**config.mk**
```make
export PLATFORM = sky130hd
export DESIGN_NAME = arb4_mux_ctrl_flat
export DESIGN_NICKNAME = d
export VERILOG_FILES = /design/src/rtl/arb4_mux_ctrl_pkg.sv /design/src/rtl/arb4_mux_ctrl_if.sv /design/src/rtl/arb4_mux_ctrl_mux4.sv /design/src/rtl/arb4_mux_ctrl.sv /design/src/flat_wrapper.sv
export SDC_FILE = /design/constraint.sdc
export NUM_CORES = 1
export LEC_CHECK = 0
export ABC_AREA = 0
export CORE_MARGIN = 2
export CORE_UTILIZATION = 25
export DETAILED_ROUTE_END_ITERATION = 16
export GPL_TIMING_DRIVEN = 0
export SLEW_MARGIN = 20
export SYNTH_ARGS = -nofsm -noshare
export SYNTH_HDL_FRONTEND = slang
export SYNTH_SLANG_ARGS = --single-unit
```
**constraint.sdc**
```tcl
create_clock -name clk -period 3.1 [get_ports clk]
set_input_delay 0.31 -clock clk [delete_from_list [all_inputs] [get_ports clk]]
set_output_delay 0.31 -clock clk [all_outputs]
set_load 0.01 [all_outputs]
```
**src/rtl/arb4_mux_ctrl_pkg.sv**
```systemverilog
// Shared types and constants for the 4-way round-robin arbiter with registered output mux.
package arb_pkg;

    localparam int DATA_W = 8;
    localparam int N_REQ  = 4;

    typedef logic [1:0]        src_t;
    typedef logic [DATA_W-1:0] word_t;

    // The lowest offset from ptr wins, so the loop runs from the far end toward ptr.
    function automatic src_t rr_pick(input logic [3:0] valid, input src_t ptr);
        src_t idx;
        rr_pick = ptr;
        for (int k = 3; k >= 0; k--) begin
            idx = ptr + src_t'(k);
            if (valid[idx]) rr_pick = idx;
        end
    endfunction

endpackage

```
**src/rtl/arb4_mux_ctrl_if.sv**
```systemverilog
// Requester-side and output-side handshake bundle of the arbiter.
interface arb4_mux_ctrl_if #(
    parameter int DATA_W = arb_pkg::DATA_W,
    parameter int N_REQ  = arb_pkg::N_REQ
);
    import arb_pkg::*;

    logic [N_REQ-1:0]             req_valid;
    logic [N_REQ-1:0][DATA_W-1:0] req_data;
    logic [N_REQ-1:0]             req_ready;
    logic                         out_valid;
    logic                         out_ready;
    logic [DATA_W-1:0]            out_data;
    src_t                         out_src;

    modport master (
        output req_valid, req_data, out_ready,
        input  req_ready, out_valid, out_data, out_src
    );

    modport slave (
        input  req_valid, req_data, out_ready,
        output req_ready, out_valid, out_data, out_src
    );

endinterface

```
**src/rtl/arb4_mux_ctrl_mux4.sv**
```systemverilog
// Plain 4:1 word multiplexer.
module MUX4 #(
    parameter int W = 8
) (
    input  logic [1:0]   sel,
    input  logic [W-1:0] in0,
    input  logic [W-1:0] in1,
    input  logic [W-1:0] in2,
    input  logic [W-1:0] in3,
    output logic [W-1:0] y
);

    always_comb begin
        y = in0;
        case (sel)
            2'd0: y = in0;
            2'd1: y = in1;
            2'd2: y = in2;
            2'd3: y = in3;
            default: y = in0;
        endcase
    end

endmodule

```
**src/rtl/arb4_mux_ctrl.sv**
```systemverilog
// Round-robin arbiter over four requesters feeding a single registered output word.
module arb4_mux_ctrl #(
    parameter int DATA_W = arb_pkg::DATA_W,
    parameter int N_REQ  = arb_pkg::N_REQ
) (
    input  logic          clk,
    input  logic          rst_n,
    arb4_mux_ctrl_if.slave bus
);
    import arb_pkg::*;

    logic [DATA_W-1:0] r_out_data;
    logic              r_out_valid;
    src_t              r_out_src;
    src_t              r_ptr;

    logic [DATA_W-1:0] w_mux_out;
    src_t              w_grant;
    logic              w_load;
    logic              w_any;
    logic              w_take;
    logic [N_REQ-1:0]  w_ready;

    assign w_load  = !r_out_valid || bus.out_ready;
    assign w_any   = |bus.req_valid;
    assign w_grant = rr_pick(bus.req_valid, r_ptr);
    // rst_n gates the grant so req_ready drops the moment reset asserts, not at the next edge.
    assign w_take  = rst_n && w_load && w_any;

    always_comb begin
        w_ready = '0;
        if (w_take) w_ready[w_grant] = 1'b1;
    end

    MUX4 #(.W(DATA_W)) u_mux (
        .sel (w_grant),
        .in0 (bus.req_data[0]),
        .in1 (bus.req_data[1]),
        .in2 (bus.req_data[2]),
        .in3 (bus.req_data[3]),
        .y   (w_mux_out)
    );

    always_ff @(posedge clk or negedge rst_n) begin
        if (!rst_n) begin
            r_out_data  <= '0;
            r_out_valid <= 1'b0;
            r_out_src   <= '0;
            r_ptr       <= '0;
        end else if (w_load) begin
            if (w_any) begin
                r_out_data  <= w_mux_out;
                r_out_src   <= w_grant;
                r_out_valid <= 1'b1;
                r_ptr       <= w_grant + src_t'(1);
            end else begin
                r_out_valid <= 1'b0;
            end
        end
    end

    assign bus.req_ready = w_ready;
    assign bus.out_valid = r_out_valid;
    assign bus.out_data  = r_out_data;
    assign bus.out_src   = r_out_src;

endmodule

```
**src/flat_wrapper.sv**
```systemverilog
// flat-port wrapper written by rule: the top's interface ports become plain ports
module arb4_mux_ctrl_flat import arb_pkg::*;
#(
    parameter int DATA_W = arb_pkg::DATA_W,
    parameter int N_REQ  = arb_pkg::N_REQ
)
  (clk, rst_n, bus_req_valid, bus_req_data, bus_out_ready, bus_req_ready, bus_out_valid, bus_out_data, bus_out_src);
  arb4_mux_ctrl_if #(.DATA_W(DATA_W), .N_REQ(N_REQ)) bus_i ();
  input  logic clk;
  input  logic rst_n;
  input wire logic [$bits(bus_i.req_valid)-1:0] bus_req_valid;
  input wire logic [$bits(bus_i.req_data)-1:0] bus_req_data;
  input wire logic [$bits(bus_i.out_ready)-1:0] bus_out_ready;
  output wire logic [$bits(bus_i.req_ready)-1:0] bus_req_ready;
  output wire logic [$bits(bus_i.out_valid)-1:0] bus_out_valid;
  output wire logic [$bits(bus_i.out_data)-1:0] bus_out_data;
  output wire logic [$bits(bus_i.out_src)-1:0] bus_out_src;
  assign bus_i.req_valid = bus_req_valid;
  assign bus_i.req_data = bus_req_data;
  assign bus_i.out_ready = bus_out_ready;
  assign bus_req_ready = bus_i.req_ready;
  assign bus_out_valid = bus_i.out_valid;
  assign bus_out_data = bus_i.out_data;
  assign bus_out_src = bus_i.out_src;
  arb4_mux_ctrl #(.DATA_W(DATA_W), .N_REQ(N_REQ)) u_core (.clk(clk), .rst_n(rst_n), .bus(bus_i));
endmodule
```
======== Word-level counts from Yosys, hierarchy flattened ========
Index checks and enable logic that the tools add are counted.
cells by class
  $add $sub $neg .......................... 4
  $lt $le $gt $ge ......................... 6
  equal/unequal tests ..................... 3
  muxes and demuxes ....................... 17
  reduce and logical (&&, ||, !) cells .... 8
operators with widths
  kind                   number
  $pmux W8 S4            1
  $lt A2 B3 Y1 const B   5
  $bmux W1 S2            4
  $mux W2                4
  $mux W1                6
  $add A2 B1 Y2 const B  2
  $add A2 B2 Y2 const B  2
  $eq A2 B2 Y1 const B   2
  $mux W4                1
  $reduce_or A4 Y1       1
  $logic_and A1 B1 Y1    3
  $demux W1 S2           1
  $eq A2 B1 Y1 const B   1
  $ge A2 B1 Y1 const B   1
  $logic_not A2 Y1       1
  $reduce_and A2 Y1      1
  $logic_not A1 Y1       1
  $logic_or A1 B1 Y1     1
storage, ports and cells
  register bits after elaboration ......... 13
  output and inout port bits .............. 15
  word-level logic and storage cells ...... 42

======== Longest topological paths before layout ========
  word-level depth ........................ 12
  gate-level depth with buffers ........... 11

======== Hierarchy ========
From an unflattened synthesis, not the netlist that was laid out.
second synthesis, totals
  cell total of the unflattened synthesis .. 73
  area total of the unflattened synthesis .. 895.9 µm²
by module, submodules not included
  module         times used  cells each  area an instance (µm²)  seq. area each (µm²)
  arb4_mux_ctrl  1           63          699.4                   325.3
  MUX4           1           10          196.4                   0.0

======== Worst setup path before layout ========
OpenSTA, ideal clock, no wires.
  path kind ............................... register to register
  start point ............................. register u_core.r_ptr[1]
  end point ............................... register u_core.r_out_data[0] (netlist: u_core.bus.out_data[0])
  library setup time ...................... 131 ps
  arrival time ............................ 2,028 ps
  required time ........................... 2,969 ps
  path slack .............................. 941 ps
  stages on the path, launching flop included .. 11
  path buffers ............................ 2
  path through ............................ dfrtp_1 > buf_2 > or3b_1 > a22oi_1 > o22ai_1 > ha_1 > buf_1 > a221oi_1 > nor4_1 > a21oi_1 > o41ai_2
between the ends
  cells in the longest elaborated chain, start to end .. 9
  elaborated cells between the ends (all ways) .. 20
RTL lines
  item                                        line                      RTL
  from (decl)                                 arb4_mux_ctrl.sv:15       src_t r_ptr;
  from (signal assigned)                      arb4_mux_ctrl.sv:55       r_ptr <= w_grant + src_t'(1);
  $add A2 B2 Y2                               arb4_mux_ctrl_pkg.sv:15   idx = ptr + src_t'(k);
  $bmux W1 S2                                 arb4_mux_ctrl_pkg.sv:16   if (valid[idx]) rr_pick = idx;
  $mux W1 (implied by the code)               arb4_mux_ctrl_pkg.sv:16
  $mux W2 (3 in a row)                        arb4_mux_ctrl_pkg.sv:16
  $mux W2 (*)                                 arb4_mux_ctrl_pkg.sv:16
  $eq A2 B2 Y1, or another cell as far along  arb4_mux_ctrl_mux4.sv:15  case (sel)
  $pmux W8 S4 (*)                             arb4_mux_ctrl_mux4.sv:15
  to (signal assigned)                        arb4_mux_ctrl.sv:52       r_out_data <= w_mux_out;
  to (decl)                                   arb4_mux_ctrl.sv:12       logic [DATA_W-1:0] r_out_data;
Mark *: on every way between the ends. The rest lies on a longest branch, timed or not. The select of a mux whose other input is x is not followed.
A chain may end at the register's enable or synchronous reset.

======== Final worst setup path ========
  start point ............................. input bus_req_valid[0]
  end point ............................... output bus_req_ready[2]
between the ends
  cells in the longest elaborated chain, start to end .. 11
  elaborated cells between the ends (all ways) .. 20
RTL lines
  item                                                                line                     RTL
  from (decl)                                                         flat_wrapper.sv:11       input wire logic [$bits(bus_i.req_valid)-1:0] bus_req_valid;
  $bmux W1 S2                                                         arb4_mux_ctrl_pkg.sv:16
  $mux W1 (implied by the code)                                       arb4_mux_ctrl_pkg.sv:16
  $mux W2 (3 in a row)                                                arb4_mux_ctrl_pkg.sv:16
  $mux W2 (*)                                                         arb4_mux_ctrl_pkg.sv:16
  named net u_core.u_mux.sel[0]                                       arb4_mux_ctrl_mux4.sv:5  input logic [1:0] sel,
  $lt A2 B3 Y1 (implied by the code) or $ge A2 B1 Y1 (tied branches)  arb4_mux_ctrl.sv:32      if (w_take) w_ready[w_grant] = 1'b1;
  $logic_and A1 B1 Y1 (implied by the code)                           arb4_mux_ctrl.sv:32
  $mux W1 (implied by the code)                                       arb4_mux_ctrl.sv:32
  $demux W1 S2 (*)                                                    -
  $mux W4 (*)                                                         arb4_mux_ctrl.sv:32
  to (decl)                                                           flat_wrapper.sv:14       output wire logic [$bits(bus_i.req_ready)-1:0] bus_req_ready;
The timed path passes the listed nets; every way through them passes the cells marked *. The select of a mux whose other input is x is not followed.

==> run metrics <==
result of the run completed; first-pass detailed-route iteration total 4; syn_nets 151; Die Height a little under 70 um; peak supply drop about 0.27 mV; Req. time, crit path around 2.8 ns; Via Count between 1000 and 1500; Vias/cell roughly 4.9; syn_area_per_cell ~9.5 um2; Seq pwr share 0.250; Clock Latency Late Sink 0.24 ns; DIE WIDTH approximately 68 um; Final nets 207; mapped cell area ~0.0010 mm2; Pwr Density slightly below 700 mW/mm2; area growth from synthesis to layout 64.1%; Post-synth EDFFs 0; post-detail-place hpwl roughly 2400 um; DR WL/cell 15.0 um; Final Skew 0.00260 ns; Starting Density 0.259; Final min period roughly 2.9 ns; Yosys warnings 0; GRT Total Usage 0.145; Critical Setup Path Class in -> out; Comb pwr share 0.619; CP Capture Type output pin; post-synth cell types 33; largest net degree at the start of global routing 17; most frequent cells in the layout clkdlybuf4s50_1 (52), dfrtp_1 (13), inv_1 (11); CP Max Fanout 9; Relative slew margins 0.514; CTS HTree Levels 1; CTS Buf Count 3; Gate Count Post-Synth around 110; CTS sink cnt 13; IO Pins between 50 and 60; site row count 23; CTS max path bufs 2; commonest non-fill, non-tap cell in the layout clkdlybuf4s50_1; Core Region 0.00400 mm2; Finished Layout Cells between 200 and 250; Post-Place Worst Slack -0.215 ns; Max Fclk 343 MHz; Static Leak 0.699 nW; cell taking the most area after synthesis dfrtp_1; Slew Limit Fails 0; gr ovfl total 0; die area 0.00468 mm2; Synth top area share 0.314; setup violators final 0; synth top area cells dfrtp_1 (31%), o41ai_2 (13%), a221oi_1 (6.8%), nor2b_1 (6.0%), nor4_1 (5.4%); RSZ-0062 raised after global routing false; Worst setup SP type primary input; vias in the first global route between 1000 and 1500; crit share post-route 0.942; Hold Fails Final Rpt 0; placed insts 212; worst hold slack between 0.4 and 0.5 ns; Inserted Diodes 0; net load switching power 0.000449 W; Sw Share 0.385; Seq cells post-synth 13; drt drc 0; share of flip-flops with an asynchronous set or reset 1.00; Primary FF master, synth dfrtp_1; final RePlAce weighted congestion ~0.8; min-delay worst type reg -> reg; Int Pwr between 0.0007 and 0.0008 W; max cap viols 0; Worst Path Arrival around 2.6 ns; antenna violations before repair 0; slew at the pin closest to its max-slew limit 0.727 ns; root buf cell clkbuf_8; first-pass GRT wire length approximately 5000 um; TritonCTS clock tree done; Clock power frac 0.131; clock-pin slew on the worst setup and hold paths roughly 0.060 ns; sequential share of the synthesized area 0.314; antenna viol nets, final 0; Iteration-0 DRC Markers 75; final worst slack 0.181 ns; fraction of layout cells with a size suffix above 1 0.171; Routed WL approximately 3200 um; port bufs 53
## metrics by stage
| step | TNS (ns) | power, W | util | area, um2 |
|---|---|---|---|---|
| 2_1_floorplan | 0 | 0.000703 | - | 1040 |
| 3_3_place_gp | -0.243 | 0.000972 | 0.407 | 1630 |
| 3_5_place_dp | -0.380 | 0.000988 | 0.407 | 1630 |
| 4_1_cts | 0 | 0.00116 | 0.419 | 1680 |
| 5_1_grt | 0 | 0.00126 | 0.425 | 1700 |
| 6_report | 0 | 0.00117 | 0.425 | 1700 |
## cell families (layout without fill, tap and decap cells)
logic type | Yosys count | count (layout) | share of synthesized area
compound gates | 37 | 37 | 0.356
fa+ha+maj | 3 | 3 | 0.0362
buf+inv | 22 | 77 | 0.0918
flops | 13 | 13 | 0.314
mux | 1 | 1 | 0.0145
simple gates | 33 | 33 | 0.187
## state kept, by name (all words and copies together), names as in the netlist
| name | flops |
|---|---|
| u_core.bus.out_data | 8 |
| u_core.r_ptr | 2 |
| u_core.bus.out_valid | 1 |
| u_core.bus.out_src | 2 |
## worst paths after layout
check	from	slack, ns	to	cells after the start
max	bus_req_valid[0]	0.18	bus_req_ready[2]	8
min	u_core.bus.out_src[1]	0.50	u_core.bus.out_src[1]	2
max reg2reg	u_core.r_ptr[0]	0.54	u_core.bus.out_data[2]	10
min reg2reg	u_core.bus.out_src[1]	0.50	u_core.bus.out_src[1]	2
max in group asynchronous	rst_n	2.14	u_core.bus.out_data[1]	1
min in group asynchronous	rst_n	0.51	u_core.r_ptr[1]	1
## per-layer routing
layer	vias up	share of wire	GRT usage	wire, um
li1	523	-	-	-
met1	492	0.44	0.201	1420
met2	34	0.50	0.231	1590
met3	2	0.055	0.0313	176
met4	0	0.0041	0.0300	13
met5	-	0	0	0
## worst max-delay path, cell delays in order
cell,delay (ns)
clkdlybuf4s50_1,0.47
nor2b_1,0.21
a211o_1,0.30
a21oi_2,0.30
inv_1,0.16
ha_4,0.22
and3_1,0.16
clkdlybuf4s50_1,0.47
## final cells by class
type	count	area, um2
fillers	395	2300
repair buffers	53	533
flip-flops and latches	13	325
multi-input cells	74	647
well taps	50	62.6
plain buffers	6	35.0
clock buffers	4	45.0
inverters	14	52.6
## power by group through the flow
stage | sequential, W | clock (W) | combinational [W]
after global placement | 0.000292 | 0 | 0.000680
after detailed placement | 0.000293 | 0 | 0.000695
after global routing | 0.000299 | 0.000168 | 0.000797
final | 0.000291 | 0.000153 | 0.000722
after CTS | 0.000292 | 0.000159 | 0.000709
after floorplan | 0.000316 | 0 | 0.000388
## synth_stat cells, types with 2 or more instances
cell      instances
nor4_1            9
ha_1              3
nor2b_1          10
a221oi_1          8
buf_1             2
and3_1            2
nor2_1            4
buf_2             4
nand2_1           3
inv_1            11
dfrtp_1          13
o41ai_2           8
inv_2             3
a21oi_1           9
buf_4             2
## timing repair
item | in CTS | in global routing
gates resized for setup | 3 | 3
endpoints found under the hold margin | 0 | 0
setup buffers | 0 | 0
hold buffers | 0 | 0
endpoints found under the setup margin | 2 | 2
Power figures use the tool's default switching activity.
